File: config.mk
export PLATFORM = sky130hd
export DESIGN_NAME = uart_apb_sequencer
export DESIGN_NICKNAME = d
export VERILOG_FILES = /design/src/rtl/uart_apb_sequencer.sv
export SDC_FILE = /design/constraint.sdc
export NUM_CORES = 1
export LEC_CHECK = 0
export BUFFER_PORTS_ARGS = -buffer_cell sky130_fd_sc_hd__buf_4
export CORE_AREA = 2 2 106 57
export DETAILED_ROUTE_END_ITERATION = 8
export DIE_AREA = 0 0 108 59
export HOLD_SLACK_MARGIN = 0.12
export PLACE_DENSITY = 0.74
export REMOVE_ABC_BUFFERS = 1
export SYNTH_ARGS = -nofsm -noshare
export SYNTH_HDL_FRONTEND = slang
export SYNTH_SLANG_ARGS = --single-unit
export TNS_END_PERCENT = 1
File: constraint.sdc
create_clock -name pclk -period 1.73 [get_ports pclk]
set_input_delay 0 -clock pclk [delete_from_list [all_inputs] [get_ports pclk]]
set_output_delay 0 -clock pclk [all_outputs]
set_load 0.02 [all_outputs]
File: src/rtl/uart_apb_sequencer.sv
// uart_apb_sequencer: autonomous APB master for uart_core.
// Configures baud/control, then polls STATUS and moves RX/TX bytes.
module uart_apb_sequencer #(
  parameter logic [31:0] BASE_ADDR = 32'h0000_0000,
  parameter logic [7:0]  BRG_OFS   = 8'h08,
  parameter logic [31:0] BRG_VAL   = 32'h0000_0019,
  parameter logic [7:0]  CTRL_OFS  = 8'h00,
  parameter logic [31:0] CTRL_VAL  = 32'h0000_0001,
  parameter logic [7:0]  STAT_OFS  = 8'h04,
  parameter logic [7:0]  DATA_OFS  = 8'h0C,
  parameter int          RXNE_BIT  = 0,
  parameter int          TXF_BIT   = 1,
  parameter int          POLL_GAP  = 4
) (
  input  logic        pclk,
  input  logic        prst_n,
  input  logic        start,
  output logic        cfg_done,
  output logic        busy,
  input  logic        tx_valid,
  input  logic [7:0]  tx_data,
  output logic        tx_ready,
  output logic        rx_valid,
  output logic [7:0]  rx_data,
  output logic [31:0] paddr,
  output logic        psel,
  output logic        penable,
  output logic        pwrite,
  output logic [31:0] pwdata,
  input  logic [31:0] prdata
);

  typedef enum logic [2:0] {
    S_IDLE, S_BRG, S_CTRL, S_POLL,
    S_RX, S_TX, S_WAIT
  } state_t;

  localparam logic [7:0] LP_GAP_M1 = 8'(POLL_GAP - 1);

  state_t      r_state;
  state_t      w_state_nxt;
  state_t      w_poll_nxt;
  logic        r_acc;
  logic        w_acc_nxt;
  logic        w_xfer;
  logic        w_setup_nxt;
  logic        w_gap_end;
  logic [7:0]  w_ofs;
  logic        w_wr;
  logic [31:0] w_wdata;

  logic [31:0] r_paddr;
  logic        r_pwrite;
  logic [31:0] r_pwdata;
  logic        r_rx_valid;
  logic [7:0]  r_rx_data;
  logic        r_cfg_done;
  logic        r_busy;
  logic [7:0]  r_cnt;

  logic        w_unused_prdata;
  assign w_unused_prdata = ^prdata[31:8];

  assign w_gap_end = (r_cnt == LP_GAP_M1);

  assign w_poll_nxt =
    prdata[RXNE_BIT]                  ? S_RX :
    (tx_valid && !prdata[TXF_BIT])    ? S_TX :
                                        S_WAIT;

  // state register: FSM state plus APB phase (0=SETUP, 1=ACCESS)
  always_ff @(posedge pclk or negedge prst_n) begin
    if (!prst_n) begin
      r_state <= S_IDLE;
      r_acc   <= 1'b0;
    end else begin
      r_state <= w_state_nxt;
      r_acc   <= w_acc_nxt;
    end
  end

  // next state: every APB state runs SETUP then ACCESS
  always_comb begin
    w_state_nxt = r_state;
    w_acc_nxt   = 1'b0;
    unique case (r_state)
      S_IDLE: if (start) w_state_nxt = S_BRG;
      S_WAIT: if (w_gap_end) w_state_nxt = S_POLL;
      default: begin
        w_acc_nxt = ~r_acc;
        if (r_acc) begin
          if (r_state == S_BRG)
            w_state_nxt = S_CTRL;
          else if (r_state == S_POLL)
            w_state_nxt = w_poll_nxt;
          else
            w_state_nxt = S_POLL;
        end
      end
    endcase
  end

  // outputs decoded from the current state and phase
  always_comb begin
    w_xfer   = (r_state != S_IDLE) && (r_state != S_WAIT);
    psel     = w_xfer;
    penable  = w_xfer & r_acc;
    tx_ready = (r_state == S_TX) & ~r_acc;
  end

  // address/data for the transfer about to enter SETUP
  always_comb begin
    w_setup_nxt = (w_state_nxt != S_IDLE) &&
                  (w_state_nxt != S_WAIT) && !w_acc_nxt;
    w_ofs   = STAT_OFS;
    w_wr    = 1'b0;
    w_wdata = CTRL_VAL;
    unique case (w_state_nxt)
      S_BRG: begin
        w_ofs = BRG_OFS; w_wr = 1'b1; w_wdata = BRG_VAL;
      end
      S_CTRL: begin
        w_ofs = CTRL_OFS; w_wr = 1'b1; w_wdata = CTRL_VAL;
      end
      S_RX: w_ofs = DATA_OFS;
      S_TX: begin
        w_ofs = DATA_OFS; w_wr = 1'b1;
        w_wdata = {24'h0, tx_data};
      end
      default: w_ofs = STAT_OFS;
    endcase
  end

  // datapath: APB bus regs, RX capture, status flags, poll gap
  always_ff @(posedge pclk or negedge prst_n) begin
    if (!prst_n) begin
      r_paddr    <= '0;
      r_pwrite   <= 1'b0;
      r_pwdata   <= '0;
      r_rx_valid <= 1'b0;
      r_rx_data  <= '0;
      r_cfg_done <= 1'b0;
      r_busy     <= 1'b0;
      r_cnt      <= '0;
    end else begin
      if (w_setup_nxt) begin
        r_paddr  <= BASE_ADDR + {24'h0, w_ofs};
        r_pwrite <= w_wr;
        if (w_wr) r_pwdata <= w_wdata;
      end
      r_rx_valid <= (r_state == S_RX) && r_acc;
      if ((r_state == S_RX) && r_acc)
        r_rx_data <= prdata[7:0];
      if ((r_state == S_CTRL) && r_acc)
        r_cfg_done <= 1'b1;
      if ((r_state == S_IDLE) && start)
        r_busy <= 1'b1;
      if (r_state == S_WAIT)
        r_cnt <= w_gap_end ? 8'd0 : r_cnt + 8'd1;
    end
  end

  assign paddr    = r_paddr;
  assign pwrite   = r_pwrite;
  assign pwdata   = r_pwdata;
  assign rx_valid = r_rx_valid;
  assign rx_data  = r_rx_data;
  assign cfg_done = r_cfg_done;
  assign busy     = r_busy;

endmodule

==> flow_metrics.py, run 1 <==
metrics = {
    "run_status": {
        "status": "complete, but fails checks",
        "violations": "setup timing",
    },
    "floorplan": {
        "rows": 19,
        "die_h_um": 59,
        "ioPinCount": 123,
        "core_area_mm2": 0.005349,
        "fp.dieArea_mm2": 0.006372,
        "initial_utilization": 0.3808,
        "die_w_um": 108,
    },
    "synth": {
        "synth-edff-count": 0,
        "synth_top_family_by_area": "buffers and inverters",
        "synthCells": 187,
        "yosys.cell_types.count": 46,
        "synthAdderAreaFrac": 0.01106,
        "ys_seq_area_frac": 0.4177,
        "postSynthRegisterBits": 34,
        "synth_top_area_share": 0.4177,
        "async_flop_share": 1.000,
        "yosysTopAreaCell": "dfrtp_1",
        "synth_flop_cell": "dfrtp_1",
        "ys.warnings.count": 0,
        "synth_area_mm2": 0.002037,
        "yosys.area_share.simple": 0.1339,
        "synth_compound_area_frac": 0.1253,
        "synth.avg_cell_area_um2": 10.89,
        "synthMuxAreaShare": 0.04975,
        "synth-xor-area-share": 0.02580,
        "synthTopCellsByArea": "dfrtp_1 (42%), buf_4 (20%), mux2_2 (5.0%)",
    },
    "critical_path": {
        "end_kind": "flip-flop",
        "start_kind": "flip-flop",
        "crit_fanout": 6,
        "worst-setup-path-type": "flip-flop to flip-flop",
        "cp.required_ps": 1910,
        "crit_arrival_ps": 1980,
    },
    "timing": {
        "fin_ws_ps": -67.42,
        "drv_slew": 0,
        "setup_viol": 3,
        "post-route-period-util": 1.039,
        "period_needed_ps": 1797,
        "rsz0062_at_grt": "yes",
        "hold_viol": 0,
        "fin_setup_tns_ps": -110.9,
        "max_clock_freq_mhz": 556.4,
        "skew_ps": 3.717,
    },
    "grt": {
        "grt_pass1_wl_um": 6630,
        "met2_usage": 0.2498,
        "first_global_vias": 1412,
        "overflow": 0,
        "grt_antenna_before_repair": 0,
        "grtUsageTotal": 0.1387,
        "grt_max_degree": 35,
        "grtUsageMet3": 0.03407,
        "grt.busiest_layer": "met2",
        "use_met1": 0.1584,
    },
    "cts": {
        "cts_root_buf": "clkbuf_8",
        "htree_levels": 2,
        "numCtsBuffers": 5,
        "clk_pin_slew_ps": 70,
        "cts_tree": "yes",
        "cts_num_sinks": 34,
        "clock_latency_ps": 290,
        "cts_buffer_depth": 2,
    },
    "final_layout": {
        "layout.cells.most_common": "buf_4",
        "fin_area_mm2": 0.002661,
        "diodes": 0,
        "drive_gt1_frac": 0.3579,
        "fin_nets": 315,
        "nFillCells": 468,
        "most-common-layout-cells": "buf_4 (64), conb_1 (54), dfrtp_1 (32)",
        "multiInputGateArea_um2": 928.4,
        "register_area_um2": 853.3,
        "areaGrowthSynthToFinish_pct": 30.65,
    },
    "placement": {
        "place_congestion": 0.8171,
        "dpl_cell_area_mm2": 0.002331,
        "dp_hpwl_um": 2972,
        "io_buffers": 44,
    },
    "detailed_routing": {
        "drtIter0Drc": 31,
        "via_per_inst": 4.468,
        "drc": 0,
        "drt_pass1_iterations": 4,
        "wl_um": 4235,
        "wl_per_cell_um": 12.31,
        "ant_nets": 0,
        "vias": 1537,
    },
    "power": {
        "peakVddDrop_mv": 0.9121,
        "powerDensity_mw_per_mm2": 1676,
        "cellLeakagePower_nw": 1.296,
    },
    "job": {
        "max_cap_violations": 0,
    },
    "hold_path": {
        "hold_path.class": "primary input to async pin",
    },
}
==> cells by family (layout without fill, tap and decap cells) <==
group,Yosys count,count (layout)
and+or+nand+nor,40,40
AOI/OAI and AO/OA,30,30
other,1,54
DFF,34,34
xor gates and xnor gates,6,6
buffers and inverters,65,96
adders and majority gates,2,2
muxes,9,9
==> area by class of cell <==
cell class / count / area share
Clock inverter: 1 / 0.01128
Inverter: 7 / 0.01175
Sequential cell: 34 / 0.3206
Clock buffer: 7 / 0.02868
Tap cell: 73 / 0.03432
Timing Repair Buffer: 81 / 0.2445
Multi-Input combinational cell: 141 / 0.3488
==> synth_stat cells (2+ instances only) <==
cell type  number
nand2b_1        4
nand3b_1        2
inv_1           6
nor3_2          2
buf_6           3
nand2_1         8
nor2_1          5
nand3_1         5
o32a_1          2
nand4_1         4
xor2_1          3
a21o_1          2
mux2_2          9
buf_4          55
dfrtp_1        34
xnor2_1         3
o21ai_0         3
nor3b_1         2
a21oi_1         4
a32o_1          5
==> state kept, by name, indices dropped and copies added, names as in the netlist <==
name      cells
pwdata        8
r_cnt         8
rx_data       8
r_state       3
paddr         2
busy          1
cfg_done      1
pwrite        1
r_acc         1
rx_valid      1
==> critical path, cell delays in order, from the launching register on <==
cell     delay [ps]
dfrtp_1         360
ha_2            180
nor4b_4         230
a21o_2          240
nand3_4         120
inv_6           110
nand4_1         160
o221a_2         280
==> where the power goes <==
group | leakage [nW] | switching [W] | internal (W)
Clock | 0.0524 | 0.000292 | 0.000431
Combinational | 0.820 | 0.00133 | 0.00110
Sequential | 0.424 | 0.000225 | 0.00108
==> worst paths after layout <==
path	from	endpoint	slack [ps]	cells after the start
setup reg to reg	r_cnt[0]	pwdata[4]	-70	7
hold reg to reg	busy	busy	470	1
setup / recovery	r_cnt[0]	pwdata[4]	-70	7
hold / removal	prst_n	pwdata[0]	200	2
max in group asynchronous	prst_n	r_cnt[6]	1190	2
min in group pclk	start	paddr[3]	200	4
==> repair_timing <==
| item | 4_1_cts | 5_1_grt |
|---|---|---|
| hold endpoints to repair | 50 | 0 |
| endpoints found under the setup margin | 8 | 10 |
| setup buffers | 4 | 0 |
| hold buffers | 17 | 0 |
| pin swaps | 4 | 10 |
| resized for setup | 3 | 3 |
==> routing by layer <==
layer	vias up	routed length [um]
met2	80	2159
met3	6	285
met1	738	1734
li1	713	-
met4	0	55
met5	-	0
==> through the flow <==
step | total power [W] | cells | hold WS (ps) | worst slack, ps | util
final | 0.004460 | 344 | 195.6 | -67.42 | 0.4975
after global routing | 0.004759 | 344 | 209.5 | -167.7 | 0.4975
after CTS | 0.004448 | 344 | 187.9 | -61.82 | 0.4950
after detailed placement | 0.003575 | 315 | -18.05 | -69.95 | 0.4358
after global placement | 0.003506 | 315 | -31.01 | -12.66 | 0.4358
after floorplan | 0.002677 | 182 | -295.6 | 13.15 | -
No activity file was read; power rests on OpenSTA's default activity.
==> run 2: changes to the inputs <==
Clock period 1.73 ns to 1.52 ns, I/O delays scaled along.
==> run 2 against run 1 <==
Compared with the run above:
- the run still ends with setup timing left
- total power grew 22%
- register-to-register slack got worse by 150 ps
- via count increased by 7.2%
- core utilization increased by 3.7 points
- sequential power grew 18%
- clock power fell by 3.9%
- setup slack worse by 150 ps
- non-clock buffer count grew 23
- highest routed layer unchanged
==> flow_metrics.py, run 2 (synthesis results as in run 1) <==
metrics = {
    "run_status": {
        "status": "complete, but fails checks",
        "violations": "setup timing",
    },
    "timing": {
        "period_needed_ps": 1737,
        "setup_viol": 11,
        "drv_slew": 0,
        "fin_setup_tns_ps": -1791,
        "max_clock_freq_mhz": 575.8,
        "worst_hold_slack_ps": 202.2,
        "skew_ps": 4.588,
        "post-route-period-util": 1.143,
        "hold_viol": 0,
        "fin_ws_ps": -216.8,
        "rsz0062_at_grt": "yes",
    },
    "final_layout": {
        "most-common-layout-cells": "buf_4 (83), conb_1 (54), dfrtp_1 (30)",
        "areaGrowthSynthToFinish_pct": 40.48,
        "layout.cells.most_common": "buf_4",
        "drive_gt1_frac": 0.4354,
        "nFillCells": 457,
        "diodes": 0,
        "fin_nets": 338,
    },
    "cts": {
        "clock_latency_ps": 290,
        "numCtsBuffers": 5,
        "clk_pin_slew_ps": 70,
        "htree_levels": 2,
        "cts_tree": "yes",
        "cts_num_sinks": 34,
        "cts_buffer_depth": 2,
        "cts_root_buf": "clkbuf_8",
    },
    "job": {
        "max_cap_violations": 0,
    },
    "critical_path": {
        "start_kind": "flip-flop",
        "slowest_delay_ps": 400,
        "cp.required_ps": 1700,
        "crit_arrival_ps": 1920,
        "crit_fanout": 8,
        "r2r_cells": 7,
        "worst-setup-path-type": "flip-flop to flip-flop",
        "crit_path_cell_trace": "ha_2, nor4b_4, a21o_2, nand3_4, clkinv_4, a21o_4, a32o_1",
        "slowest_stage": "dfrtp_1",
        "end_kind": "flip-flop",
    },
    "grt": {
        "grt_antenna_before_repair": 0,
        "grt_max_degree": 35,
        "first_global_vias": 1530,
        "grtUsageTotal": 0.1482,
        "overflow": 0,
        "grt_pass1_wl_um": 7182,
    },
    "power": {
        "cellLeakagePower_nw": 1.411,
        "p_total_w": 0.005445,
        "peakVddDrop_mv": 1.101,
        "powerDensity_mw_per_mm2": 1903,
    },
    "floorplan": {
        "die_h_um": 59,
        "initial_utilization": 0.3808,
        "ioPinCount": 123,
        "rows": 19,
        "die_w_um": 108,
        "fp.dieArea_mm2": 0.006372,
        "core_area_mm2": 0.005349,
    },
    "placement": {
        "io_buffers": 44,
        "dp_hpwl_um": 3301,
        "place_congestion": 0.8038,
    },
    "detailed_routing": {
        "wl_um": 4617,
        "drc": 0,
        "via_per_inst": 4.490,
        "wl_per_cell_um": 12.58,
        "drtIter0Drc": 29,
        "ant_nets": 0,
        "vias": 1648,
        "drt_pass1_iterations": 4,
    },
    "hold_path": {
        "hold_path.class": "primary input to async pin",
    },
}
[run 2: path summary, 6_finish.rpt]
check	end	slack (ps)	from
worst max-delay path	pwdata[5]	-220	r_cnt[1]
worst min-delay path	pwdata[1]	200	prst_n
worst max register to register	pwdata[5]	-220	r_cnt[1]
worst min register to register	busy	480	busy
max in group asynchronous	r_state[0]	980	prst_n
min in group pclk	paddr[3]	240	start
[run 2: worst max-delay path, delay by kind of cell, from the launching register on]
family	cells	cell delay [ps]
AO/OA/AOI/OAI	3	720
adder cells (fa/ha/maj)	1	200
buffers and inverters	1	90
AND/OR/NAND/NOR	2	220
flip-flops	1	400
[run 2: final cells by class]
cell class	count	area (um^2)	share of cell area
clock buffer	7	86.33	0.03017
clock inverter	1	5.005	0.001749
inverter	7	31.28	0.01093
multi-input combinational	141	953.4	0.3332
sequential	34	855.8	0.2991
tap	73	91.34	0.03192
timing repair buffer	104	838.3	0.2930
[run 2: layer usage]
layer / GRT usage / vias to the layer above / share of wire
li1: - / 756 / -
met1: 0.1678 / 803 / 0.41
met2: 0.2722 / 85 / 0.51
met3: 0.03956 / 4 / 0.066
met4: 0.05861 / 0 / 0.011
met5: 0 / - / 0
[run 2: what timing repair did]
item                                    CTS  global route
hold endpoints to repair                 50             0
hold buffers                             17             0
pin swaps                                 5            10
buffers inserted                          1             2
gates resized for setup                   5            14
endpoints found under the setup margin   24            19
[run 2: per-stage QoR]
stage | area [um^2] | utilization | instances | setup WS (ps)
6_report | 2861 | 0.5350 | 367 | -216.8
5_1_grt | 2861 | 0.5350 | 367 | -292.7
4_1_cts | 2789 | 0.5214 | 365 | -202.6
3_5_place_dp | 2511 | 0.4695 | 339 | -246.1
3_3_place_gp | 2511 | 0.4695 | 339 | -137.7
2_1_floorplan | 1789 | - | 182 | -196.9
[run 2: where the power goes]
part	leakage (nW)	total (W)	internal [W]	switching, W
Combinational	0.940	0.00321	0.00159	0.00162
Sequential	0.423	0.00154	0.00124	0.000300
Clock	0.0482	0.000695	0.000365	0.000330
Total	1.41	0.00545	0.00320	0.00225
